### config.mk
export PLATFORM = sky130hd
export DESIGN_NAME = mr1_instr_fetch_bridge
export DESIGN_NICKNAME = d
export VERILOG_FILES = /design/src/rtl/mr1_fetch_pkg.sv /design/src/rtl/mr1_fetch_cmd_reg.sv /design/src/rtl/mr1_instr_fetch_bridge.sv
export SDC_FILE = /design/constraint.sdc
export NUM_CORES = 1
export LEC_CHECK = 0
export CAP_MARGIN = 20
export CORE_MARGIN = 4
export CORE_UTILIZATION = 45
export CTS_CLUSTER_SIZE = 28
export DETAILED_ROUTE_END_ITERATION = 6
export PLACE_DENSITY = 0.85
export SETUP_SLACK_MARGIN = 0.02
export SKIP_CTS_REPAIR_TIMING = 1
export SLEW_MARGIN = 20
export SYNTH_ARGS = -nofsm -noshare
export SYNTH_HDL_FRONTEND = slang
export SYNTH_HIERARCHICAL = 1
export SYNTH_SLANG_ARGS = --single-unit
### constraint.sdc
create_clock -name clk -period 4.2 [get_ports clk]
set_input_delay 0.63 -clock clk [delete_from_list [all_inputs] [get_ports clk]]
set_output_delay 0.63 -clock clk [all_outputs]
set_load 0.01 [all_outputs]
### src/rtl/mr1_fetch_pkg.sv
// Shared definitions for the MR1 fetch-side bridges: error word, control states
// and the alignment helper.
package mr1_fetch_pkg;

    // All-zero word is an illegal instruction in RV32I, so MR1 traps on it.
    localparam logic [31:0] ERR_INSTR_DEFAULT = 32'h0000_0000;

    typedef enum logic [1:0] {
        IDLE    = 2'd0,
        BUSY    = 2'd1,
        ERR_RSP = 2'd2
    } fetch_state_e;

    function automatic logic is_misaligned(input logic [31:0] addr);
        return addr[1:0] != 2'b00;
    endfunction

endpackage

### src/rtl/mr1_fetch_cmd_reg.sv
// Valid/ready register slice: holds one command stable until the consumer takes it,
// and can reload in the same cycle the held command leaves.
module mr1_fetch_cmd_reg #(
    parameter int WIDTH = 32
) (
    input  logic             clk,
    input  logic             reset_n,
    input  logic             inValid,
    output logic             inReady,
    input  logic [WIDTH-1:0] inData,
    output logic             outValid,
    input  logic             outReady,
    output logic [WIDTH-1:0] outData
);

    assign inReady = !outValid || outReady;

    // NOTE: sequential state uses non-blocking assignments so every flop samples pre-edge values.
    always_ff @(posedge clk or negedge reset_n) begin
        if (!reset_n) begin
            outValid <= 1'b0;
            outData  <= '0;
        end else if (inValid && inReady) begin
            outValid <= 1'b1;
            outData  <= inData;
        end else if (outReady) begin
            outValid <= 1'b0;
        end
    end

endmodule

### src/rtl/mr1_instr_fetch_bridge.sv
// MR1 instruction-fetch bridge: bounded, in-order fetches to a pipelined backend;
// misaligned and bus-error fetches are answered with an illegal-instruction word.
module mr1_instr_fetch_bridge
    import mr1_fetch_pkg::*;
#(
    parameter int unsigned MAX_OUTSTANDING = 2,
    parameter logic [31:0] ERR_INSTR       = ERR_INSTR_DEFAULT,
    parameter bit          RESET_PC_CHECK  = 1'b0
) (
    input  logic        clk,
    input  logic        reset_n,
    input  logic        instr_req_valid,
    output logic        instr_req_ready,
    input  logic [31:0] instr_req_addr,
    output logic        instr_rsp_valid,
    output logic [31:0] instr_rsp_data,
    output logic        mem_cmd_valid,
    input  logic        mem_cmd_ready,
    output logic [31:0] mem_cmd_addr,
    input  logic        mem_rsp_valid,
    input  logic [31:0] mem_rsp_data,
    input  logic        mem_rsp_error,
    output logic [2:0]  outstanding,
    output logic        sticky_err
);

    localparam logic [3:0] MAX_COUNT = 4'(MAX_OUTSTANDING);

    fetch_state_e state;
    fetch_state_e stateNext;
    logic         runEn;
    logic [2:0]   countQ;
    logic [3:0]   countSum;
    logic         countBad;
    logic [2:0]   countNext;
    logic         cmdInReady;
    logic         reqMisaligned;
    logic         errPend;
    logic         accept;
    logic         acceptAligned;
    logic         acceptMisaligned;
    logic [2:0]   pendingRsp;
    logic         rspSolicited;
    logic         rspUnsolicited;
    logic         rspValidQ;
    logic [31:0]  rspDataQ;
    logic         stickyQ;

    assign reqMisaligned = is_misaligned(instr_req_addr);
    assign errPend       = (state == ERR_RSP);

    // A misaligned fetch is answered locally, so it may only go when nothing is in flight.
    always_comb begin
        // NOTE: every always_comb output gets a default first so no latch is inferred.
        instr_req_ready = runEn && !errPend && ({1'b0, countQ} < MAX_COUNT) && cmdInReady;
        if (reqMisaligned && ((countQ != 3'd0) || mem_cmd_valid)) begin
            instr_req_ready = 1'b0;
        end
    end

    assign accept           = instr_req_valid && instr_req_ready;
    assign acceptAligned    = accept && !reqMisaligned;
    assign acceptMisaligned = accept && reqMisaligned;

    mr1_fetch_cmd_reg #(
        .WIDTH(32)
    ) uCmdReg (
        .clk      (clk),
        .reset_n  (reset_n),
        .inValid  (acceptAligned),
        .inReady  (cmdInReady),
        .inData   ({instr_req_addr[31:2], 2'b00}),
        .outValid (mem_cmd_valid),
        .outReady (mem_cmd_ready),
        .outData  (mem_cmd_addr)
    );

    // A response already sitting in the output register is still counted, so exclude it.
    assign pendingRsp     = countQ - {2'b00, rspValidQ};
    assign rspSolicited   = mem_rsp_valid && (pendingRsp != 3'd0);
    assign rspUnsolicited = mem_rsp_valid && (pendingRsp == 3'd0);

    // Underflow wraps to 4'hF, so a single compare catches both directions.
    assign countSum  = {1'b0, countQ} + {3'b000, accept} - {3'b000, rspValidQ};
    assign countBad  = countSum > MAX_COUNT;
    assign countNext = countBad ? countQ : countSum[2:0];

    always_comb begin
        stateNext = state;
        unique case (state)
            IDLE: begin
                if (acceptMisaligned) begin
                    stateNext = ERR_RSP;
                end else if (countNext != 3'd0) begin
                    stateNext = BUSY;
                end
            end
            BUSY: begin
                if (countNext == 3'd0) begin
                    stateNext = IDLE;
                end
            end
            ERR_RSP: stateNext = IDLE;
            default: stateNext = IDLE;
        endcase
    end

    // runEn keeps the request side closed until the first edge after reset release.
    always_ff @(posedge clk or negedge reset_n) begin
        if (!reset_n) begin
            state   <= IDLE;
            runEn   <= 1'b0;
            countQ  <= 3'd0;
            stickyQ <= 1'b0;
        end else begin
            state   <= stateNext;
            runEn   <= 1'b1;
            countQ  <= countNext;
            stickyQ <= stickyQ || rspUnsolicited || (RESET_PC_CHECK && countBad);
        end
    end

    always_ff @(posedge clk or negedge reset_n) begin
        if (!reset_n) begin
            rspValidQ <= 1'b0;
            rspDataQ  <= 32'h0000_0000;
        end else begin
            rspValidQ <= acceptMisaligned || rspSolicited;
            if (acceptMisaligned) begin
                rspDataQ <= ERR_INSTR;
            end else if (rspSolicited) begin
                rspDataQ <= mem_rsp_error ? ERR_INSTR : mem_rsp_data;
            end
        end
    end

    assign instr_rsp_valid = rspValidQ;
    assign instr_rsp_data  = rspDataQ;
    assign outstanding     = countQ;
    assign sticky_err      = stickyQ;

endmodule
# After elaboration in Yosys (flattened, before gate mapping)
# Cells that the tools add are included.
# word_totals
ff_bits	71
# classes
n_addsub	3
magnitude_cmp	2
eq_ne	4
mux	11
n_reduce_logical	27
# op_table
op	n
32-bit 2-to-1 mux	3
1-bit logical AND	10
3-bit nonzero test	3
3-bit zero test	2
2-bit 2-to-1 mux	3
2-bit nonzero test	3
3-bit by 1-bit adder with 4-bit output	1
4-bit by 2-bit greater-than comparator with 1-bit output (second input constant)	1
1-bit logical OR	4
2-bit case mux with 2 select lines	1
4-bit by 1-bit subtractor with 4-bit output	1
1-bit zero test	3
3-bit by 2-bit < comparator with 1-bit output (second input constant)	1
1-bit 2-to-1 mux	3
3-bit 2-to-1 mux	1
3-bit inequality test (second input constant)	1
3-bit by 1-bit subtractor with 3-bit output	1
2-bit by 1-bit == test with 1-bit output (second input constant)	1
2-bit == test (second input constant)	1
2-bit zero test	1
2-bit inequality test (second input constant)	1
2-bit AND reduction	1

# Depth between registers and ports, before layout
# Gate-level depths: netlist of the first run.
# logic_depth
word_depth	15
depth_mapped	13
ltp_nobuf	13

# Modules after synthesis
# Netlist of the first run, hierarchy kept.
# by_module_without_submodules
module	instances	cells_per_inst	area_each_um2	seq_area_each_um2
mr1_instr_fetch_bridge	1	135	1786.7	1001.0
mr1_fetch_cmd_reg	1	71	1391.3	825.8

# Least setup slack after synthesis of the first run
# OpenSTA, ideal clock, no wires.
# synth_timing
kind	register -> register
startpoint	register countQ[0] (netlist: outstanding[0])
endpoint	register state[0]
setup_ns	0.136
arrival_ns	2.963
t_required_ns	4.064
setup_slack_ns	1.101
path_stages_with_launch	12
n_path_buf	0
synth_period_minus_slack_ns	3.099
path_cell_list	dfrtp_1 -> or4_4 -> a21oi_1 -> nand2_1 -> ha_1 -> inv_1 -> ha_1 -> fa_1 -> xnor2_1 -> a21oi_1 -> a2111oi_0 -> nor4_1
# synth_between
elab_chain_len	12
word_cells_on_any_way	20
cone_classes	add/sub (2); order compare (2); eq/ne (2); mux (4); reduce/logical (10)
# synth_lines
element	line_no	rtl
start, declared	mr1_instr_fetch_bridge.sv:32	logic [2:0] countQ;
start signal, assigned	mr1_instr_fetch_bridge.sv:118	countQ <= countNext;
3-bit by 2-bit < comparator with 1-bit output or 3-bit nonzero test (tied branches)	mr1_instr_fetch_bridge.sv:55, mr1_instr_fetch_bridge.sv:56	
1-bit logical AND or 1-bit logical OR (tied branches)	mr1_instr_fetch_bridge.sv:55, mr1_instr_fetch_bridge.sv:56	
1-bit logical AND (on tied branches)	mr1_instr_fetch_bridge.sv:55, mr1_instr_fetch_bridge.sv:56	
1-bit 2-to-1 mux *	mr1_instr_fetch_bridge.sv:56	if (reqMisaligned && ((countQ != 3'd0) || mem_cmd_valid)) begin
via instr_req_ready	mr1_instr_fetch_bridge.sv:13	output logic instr_req_ready,
1-bit logical AND *	mr1_instr_fetch_bridge.sv:61	assign accept = instr_req_valid && instr_req_ready;
3-bit by 1-bit adder with 4-bit output	mr1_instr_fetch_bridge.sv:84	assign countSum = {1'b0, countQ} + {3'b000, accept} - {3'b000, rspValidQ};
4-bit by 1-bit subtractor with 4-bit output	mr1_instr_fetch_bridge.sv:84	
4-bit by 2-bit greater-than comparator with 1-bit output	mr1_instr_fetch_bridge.sv:85	assign countBad = countSum > MAX_COUNT;
3-bit 2-to-1 mux	mr1_instr_fetch_bridge.sv:86	assign countNext = countBad ? countQ : countSum[2:0];
3-bit nonzero test or 3-bit zero test (tied branches)	mr1_instr_fetch_bridge.sv:94, mr1_instr_fetch_bridge.sv:99	
3-bit inequality test (no source line) or 2-bit inequality test (tied branches)	--	
2-bit AND reduction (no source line)	--	
end signal, assigned	mr1_instr_fetch_bridge.sv:116	state <= stateNext;
end, declared	mr1_instr_fetch_bridge.sv:29	fetch_state_e state;
# The timed path passes the listed nets; every way through them passes the cells marked *.
# A chain may end at the register's enable or synchronous reset.

# Worst setup path after layout of the first run
# layout_timing
startpoint	register countQ[1] (netlist: outstanding[1])
endpoint	register state[0]
# layout_between
elab_chain_len	12
word_cells_on_any_way	20
cone_classes	add/sub (2); order compare (2); eq/ne (2); mux (4); reduce/logical (10)
# layout_lines
element	line_no
3-bit by 2-bit < comparator with 1-bit output or 3-bit nonzero test (tied branches)	mr1_instr_fetch_bridge.sv:55, mr1_instr_fetch_bridge.sv:56
1-bit logical AND or 1-bit logical OR (tied branches)	mr1_instr_fetch_bridge.sv:55, mr1_instr_fetch_bridge.sv:56
1-bit logical AND (on tied branches)	mr1_instr_fetch_bridge.sv:55, mr1_instr_fetch_bridge.sv:56
1-bit 2-to-1 mux	mr1_instr_fetch_bridge.sv:56
1-bit logical AND	mr1_instr_fetch_bridge.sv:61
3-bit by 1-bit adder with 4-bit output	mr1_instr_fetch_bridge.sv:84
4-bit by 1-bit subtractor with 4-bit output	mr1_instr_fetch_bridge.sv:84
4-bit by 2-bit greater-than comparator with 1-bit output	mr1_instr_fetch_bridge.sv:85
3-bit 2-to-1 mux	mr1_instr_fetch_bridge.sv:86
3-bit nonzero test or 3-bit zero test (tied branches)	mr1_instr_fetch_bridge.sv:94, mr1_instr_fetch_bridge.sv:99
3-bit inequality test (no source line) or 2-bit inequality test (tied branches)	--
2-bit AND reduction (no source line)	--
# Parallel ways exist; a longest one is shown, timed or not.

==> results of run 1 <==
-- registers in the layout, summed over array words and instances, names as in the netlist --
register and cells:
instr_rsp_data 32, uCmdReg/outData 32, outstanding 3, state 2, instr_rsp_valid 1, runEn 1, sticky_err 1, uCmdReg/outValid 1
-- cells in the mapped netlist (all sizes together) (3+ instances only) --
cell type / instances / area (um^2)
nor2b: 3 / 18.77
clkbuf: 3 / 32.53
inv: 8 / 30.03
nor2: 3 / 11.26
mux2: 32 / 473.0
a22o: 32 / 280.3
nand2: 3 / 18.77
dfrtp: 73 / 1827
ha: 6 / 75.07
a21oi: 6 / 41.29
buf: 7 / 105.1
-- worst paths after layout --
check,start,end,slack [ns]
min in group clk,state[0],state[1],0.45
hold / removal,reset_n,uCmdReg/outData[11],0.39
setup reg to reg,outstanding[1],state[0],0.96
setup / recovery,outstanding[1],state[0],0.96
max in group asynchronous,reset_n,instr_rsp_data[3],2.82
hold reg to reg,state[0],state[1],0.45
-- stage by stage --
step | cells | power [uW] | hold slack (ns) | utilization [%] | cell area [um^2]
after CTS | 451 | 3746 | 0.4131 | 70.55 | 4820
final | 451 | 3720 | 0.3925 | 70.55 | 4820
after global placement | 435 | 2991 | 0.4228 | 66.98 | 4576
after floorplan | 207 | 2189 | 0.3344 | - | 3182
after detailed placement | 435 | 3053 | 0.4318 | 66.98 | 4576
after global routing | 451 | 3941 | 0.4590 | 70.55 | 4820
-- cell type report --
class | instances | area (um^2) | share of cell area, %
well taps | 96 | 120.1 | 2.492
inverters | 8 | 30.03 | 0.6231
repair buffers | 142 | 1411 | 29.28
flip-flops and latches | 73 | 1827 | 37.90
clock buffers | 10 | 127.6 | 2.648
clock inverters | 6 | 116.4 | 2.414
multi-input cells | 116 | 1187 | 24.64
-- power groups by stage --
stage          clock network (uW)  registers [uW]  logic (uW)
2_1_floorplan                   0            1370         814
3_3_place_gp                    0            1230        1760
3_5_place_dp                    0            1240        1810
4_1_cts                       676            1240        1830
5_1_grt                       710            1290        1950
6_report                      664            1240        1810
-- routing by layer --
layer | vias up | wire length [um] | GRT usage (%)
met5 | - | 0 | 0
met4 | 0 | 102 | 5.941
met3 | 9 | 736 | 7.137
li1 | 1037 | - | -
met2 | 122 | 3634 | 30.35
met1 | 1093 | 3448 | 24.64
-- cell families (layout without fill, tap and decap cells) --
| family | after synthesis | count (layout) | share of synthesized area (%) |
|---|---|---|---|
| AND/OR/NAND/NOR | 24 | 24 | 6.024 |
| adder cells (fa/ha/maj) | 7 | 7 | 2.992 |
| XOR/XNOR | 3 | 3 | 0.8269 |
| flip-flops | 73 | 73 | 57.48 |
| multiplexers | 32 | 32 | 14.88 |
| AO/OA/AOI/OAI | 47 | 47 | 12.28 |
| other | 2 | 3 | 0.2363 |
| buffers and inverters | 18 | 166 | 5.276 |
==> results.md, run 1 <==
- Mapped cell area: 0.003178 mm^2
- Top_reg_cell synth: dfrtp_1
- Total number of vias: between 2,000 and 2,500
- Nets: approximately 430
- Placer congestion estimate: slightly below 0.8
- Clk pwr share: about 18%
- Flop pwr share: between 30% and 40%
- IO Pins: between 100 and 150
- Clk sinks: 73
- Worst Path Buf+Inv: 1
- Setup tns final: 0 ns
- Critical path startpoint category: flip-flop
- Lkg Pwr: 0.002212 uW
- CP Max Fanout: 8
- Vias per cell: roughly 5.0
- DRC viols: 0
- Grt ovf: 0
- Pwr dens: roughly 770 mW/mm^2
- Flops & latches, synth: 73
- Port bufs: 140
- Root Buffer: clkbuf_8
- Slowest cell delay on critical path: 0.55 ns
- CP top delay family: adder cells
- Vert. Die Dim: between 90 and 100 um
- Worst slew margin: roughly 44%
- Max Cap Violations: 0
- Initial antenna violation count: 0
- Crit end category: flip-flop
- Sw Ratio: about a third
- Drt initial violations: 70
- Yosys cell types: 42
- Filler cells: between 400 and 500
- Cells after synthesis: a little over 200
- Crit. path cell count: 11
- GRT Overall Usage: approximately a fifth
- Async SR Flop Fraction: 100.0%
- Skew-Pair Late Insertion Delay: approximately 0.34 ns
- Final antenna-violating net count: 0
- Starting Density: a little under half
- Vias in the first global route: 2,433
- Core footprint: 0.006832 mm^2
- Worst Reg-to-Reg Cells: 11
- CTS clk-pin slew, worst paths: ~0.08 ns
- Yosys warning count: 6
- Max-slew violations: 0
- Final Hold Fails: 0
- N_diodes: 0
- Worst hold path type: primary input to async pin
- Average wire per standard cell: ~18 um
- Kind of critical path: flip-flop to flip-flop
- Rows: 30
- Switching Power: roughly 1200 uW
- Sequential fraction of the synthesis area: 57.48%
- Skew final: about 0.012 ns
- Post-Route WL: 7922 um
- H-tree Lvls: 3
- CTS tree: done
- Commonest non-fill, non-tap cell in the layout: clkdlybuf4s50_1
- Status: complete, no violations
- Crit-path cells: or4_4 -> a21oi_1 -> nand2_1 -> ha_1 -> inv_1 -> ha_1 -> fa_1 -> xnor2_1 -> a21oi_1 -> a2111oi_0 -> nor4_1
- Slew @ Worst Pin: 0.8436 ns
- Part of the cycle the worst path needs: slightly below 80%
- Int Pwr: approximately 2500 uW
- Pre-CTS setup slack: 0.6538 ns
- Die area: about 0.0085 mm^2
- TritonRoute pass-1 iters: 4
- Largest net degree at the start of global routing: 38
- Period minus WS final: 3.239 ns
- Combinational power share: ~49%
- Post-synth EDFFs: 0
- CTS Buffer Depth: 2
- Unrepaired setup endpoints after global routing: no
- Post-DP HPWL: ~5700 um
- TritonCTS Buffers: 9
- VDD IR-drop max: 0.4323 mV
- Most frequent cells in the layout: 139 x clkdlybuf4s50_1, 73 x dfrtp_1, 32 x a22o_1
- Global-route wire length before repair: approximately 13,000 um
- Area Growth Syn to Fin: 51.65%
- CP Data Required Time: between 4 and 5 ns
- PnR worst setup slack: around 0.96 ns
- Max Clock Freq: approximately 300 MHz
- Chip Width: between 90 and 100 um
- Setup Viol. Count Final: 0
- CP max stage cell: or4_4
- Ratio of cells with drive above 1 in the final layout: 16.34%
- Critical path arrival: between 3 and 4 ns
- Syn_area_per_cell: 15.43 um^2
No activity file was read; power rests on OpenSTA's default activity.
==> run 2, diff against run 1 <==
--- a/config.mk
+++ b/config.mk
@@ -7,10 +7,10 @@
 export LEC_CHECK = 0
 export CAP_MARGIN = 20
 export CORE_MARGIN = 4
-export CORE_UTILIZATION = 45
+export CORE_UTILIZATION = 38
 export CTS_CLUSTER_SIZE = 28
 export DETAILED_ROUTE_END_ITERATION = 6
-export PLACE_DENSITY = 0.85
+export PLACE_DENSITY = 0.77
 export SETUP_SLACK_MARGIN = 0.02
 export SKIP_CTS_REPAIR_TIMING = 1
 export SLEW_MARGIN = 20
==> constraint.sdc (replaced) <==
create_clock -name clk -period 2.95 [get_ports clk]
set_input_delay 0.4425 -clock clk [delete_from_list [all_inputs] [get_ports clk]]
set_output_delay 0.4425 -clock clk [all_outputs]
set_load 0.01 [all_outputs]
==> run 2 against run 1 <==
Effect of this change: the run now ends with setup timing left; first-iteration DRC count shrank 33%; final cell count rose by 4.0%; wire length is 4.8% lower; largest power group unchanged; highest routed layer unchanged.
==> results.md, run 2 (synthesis gave the netlist of run 1 again) <==
- Placer congestion estimate: 0.7941 (+3.3%)
- Global-route wire length before repair: 12,170 um (-3.5%)
- Combinational power share: 54.8% (+6.1 points)
- Unrepaired setup endpoints after global routing: yes
- Flop pwr share: 31.9% (-1.5 points)
- Skew final: 0.006635 ns (-0.005127 ns)
- Post-Route WL: 7540 um (-4.8%)
- Total number of vias: 2,294 (+1.5%)
- Clk sinks: 73 (unchanged)
- Slew @ Worst Pin: 0.8794 ns (+0.03584 ns)
- Final Hold Fails: 0 (unchanged)
- Part of the cycle the worst path needs: 100.7% (+24 points)
- Lkg Pwr: 0.002253 uW (+1.9%)
- Filler cells: 643 (+31%)
- Pwr dens: 1094 mW/mm^2 (+42%)
- Most frequent cells in the layout: 139 x clkdlybuf4s50_1, 71 x dfrtp_1, 32 x a22o_1
- GRT Overall Usage: 15.56% (-3.6 points)
- Core footprint: 0.008175 mm^2 (+20%)
- Critical path arrival: 3.18 ns (-0.27 ns)
- CTS clk-pin slew, worst paths: 0.08 ns (about the same)
- Rows: 33 (+10%)
- Initial antenna violation count: 0 (unchanged)
- Nets: 437 (+2.3%)
- Worst Reg-to-Reg Cells: 11 (unchanged)
- Crit end category: flip-flop
- Flop2flop setup slack: -0.02 ns (-0.98 ns)
- Vert. Die Dim: 99.45 um (+8.1%)
- Switching Power: 1844 uW (+53%)
- TritonCTS Buffers: 9 (unchanged)
- Failing checks: setup timing
- Starting Density: 38.87% (-7.6 points)
- N_diodes: 0 (unchanged)
- Worst slew margin: 41.37% (-2.4 points)
- Clk pwr share: 13.3% (-4.5 points)
- Chip Width: 99.45 um (+8.1%)
- Sw Ratio: 33.77% (+1.3 points)
- Post-DP HPWL: 5729 um (-0.36%)
- Final antenna-violating net count: 0 (unchanged)
- Setup Viol. Count Final: 1 (+1)
- Grt ovf: 0 (unchanged)
- Period minus WS final: 2.972 ns (-0.2675 ns)
- CTS tree: done
- VDD IR-drop max: 0.5477 mV (+27%)
- TritonRoute pass-1 iters: 4 (unchanged)
- Area Growth Syn to Fin: 57.05%
- Worst hold path type: primary input to async pin
- DRC viols: 0 (unchanged)
- Vias per cell: 4.891 (-2.4%)
- PnR worst setup slack: -0.02193 ns (-0.9825 ns)
- Register area: 0.001829 mm^2 (+0.14%)
- Vias in the first global route: 2,487 (+2.2%)
- Pwr Total: 5459 uW (+47%)
- Max Clock Freq: 336.5 MHz (+9.0%)
- Skew-Pair Late Insertion Delay: 0.33 ns (about the same)
- Max Cap Violations: 0 (unchanged)
- IO Pins: 141 (unchanged)
- Commonest non-fill, non-tap cell in the layout: clkdlybuf4s50_1
- Port bufs: 140 (unchanged)
- Die area: 0.009890 mm^2 (+17%)
- CTS Buffer Depth: 2 (unchanged)
- H-tree Lvls: 3 (unchanged)
- Average wire per standard cell: 16.08 um (-8.5%)
- Pre-CTS setup slack: -0.3022 ns (-0.9560 ns)
- Critical path startpoint category: flip-flop
- Area of the multi-input gates: 0.001303 mm^2 (+9.7%)
- Drt initial violations: 47 (-33%)
- Ratio of cells with drive above 1 in the final layout: 23.63% (+7.3 points)
- Root Buffer: clkbuf_8
- Status: finished with violations
- Max-slew violations: 0 (unchanged)
- CP Data Required Time: 3.16 ns (-1.25 ns)
- Largest net degree at the start of global routing: 74 (+95%)
- Int Pwr: 3616 uW (+44%)
- CP Max Fanout: 3 (-5)
- Kind of critical path: flip-flop to flip-flop
[run 2: layer usage]
metal | wire length (um) | global-route usage (%) | up-vias | part of all wire [%]
li1 | - | - | 1063 | -
met1 | 3103 | 19.13 | 1097 | 41
met2 | 3591 | 24.69 | 121 | 48
met3 | 728 | 6.101 | 13 | 9.7
met4 | 116 | 6.092 | 0 | 1.5
met5 | 0 | 0 | - | 0
[run 2: critical path, cell delays in order (launching register included)]
cell	delay (ns)
dfrtp_2	0.43
or4_4	0.56
a21oi_4	0.16
nand2_2	0.08
ha_4	0.27
inv_2	0.04
ha_4	0.16
fa_2	0.42
xnor2_2	0.18
a21oi_2	0.07
a2111oi_2	0.39
nor4_1	0.09
[run 2: final cells by class]
type	instances	area share, %
timing repair buffer	152	30.33
inverter	8	0.6017
clock buffer	9	2.482
sequential	73	36.65
tap	105	2.632
clock inverter	6	1.203
multi-input combinational	116	26.10
[run 2: through the flow]
stage | cell area, um^2 | TNS (ns) | instances | hold WS, ns | utilization, %
finish | 4991 | -0.02193 | 469 | 0.2268 | 61.05
detailed placement | 4706 | -0.7095 | 454 | 0.4331 | 57.56
global route | 4991 | -0.1072 | 469 | 0.2889 | 61.05
global placement | 4706 | -0.1425 | 454 | 0.4253 | 57.56
CTS | 4890 | -0.08913 | 469 | 0.2466 | 59.81
floorplan | 3198 | 0 | 207 | 0.1469 | -
[run 2: power groups by stage]
stage               Sequential [uW]  Clock (uW)  Combinational (uW)
floorplan                      1960           0                1180
global placement               1740           0                2630
detailed placement             1750           0                2720
CTS                            1740         759                2730
global route                   1810         799                3210
finish                         1740         728                2990
[run 2: worst paths after layout]
kind,to,from
max,state[0],outstanding[1]
min,uCmdReg/outData[21],reset_n
max reg2reg,state[0],outstanding[1]
min reg2reg,state[1],state[0]
max in group asynchronous,outstanding[0],reset_n
min in group clk,state[1],state[0]
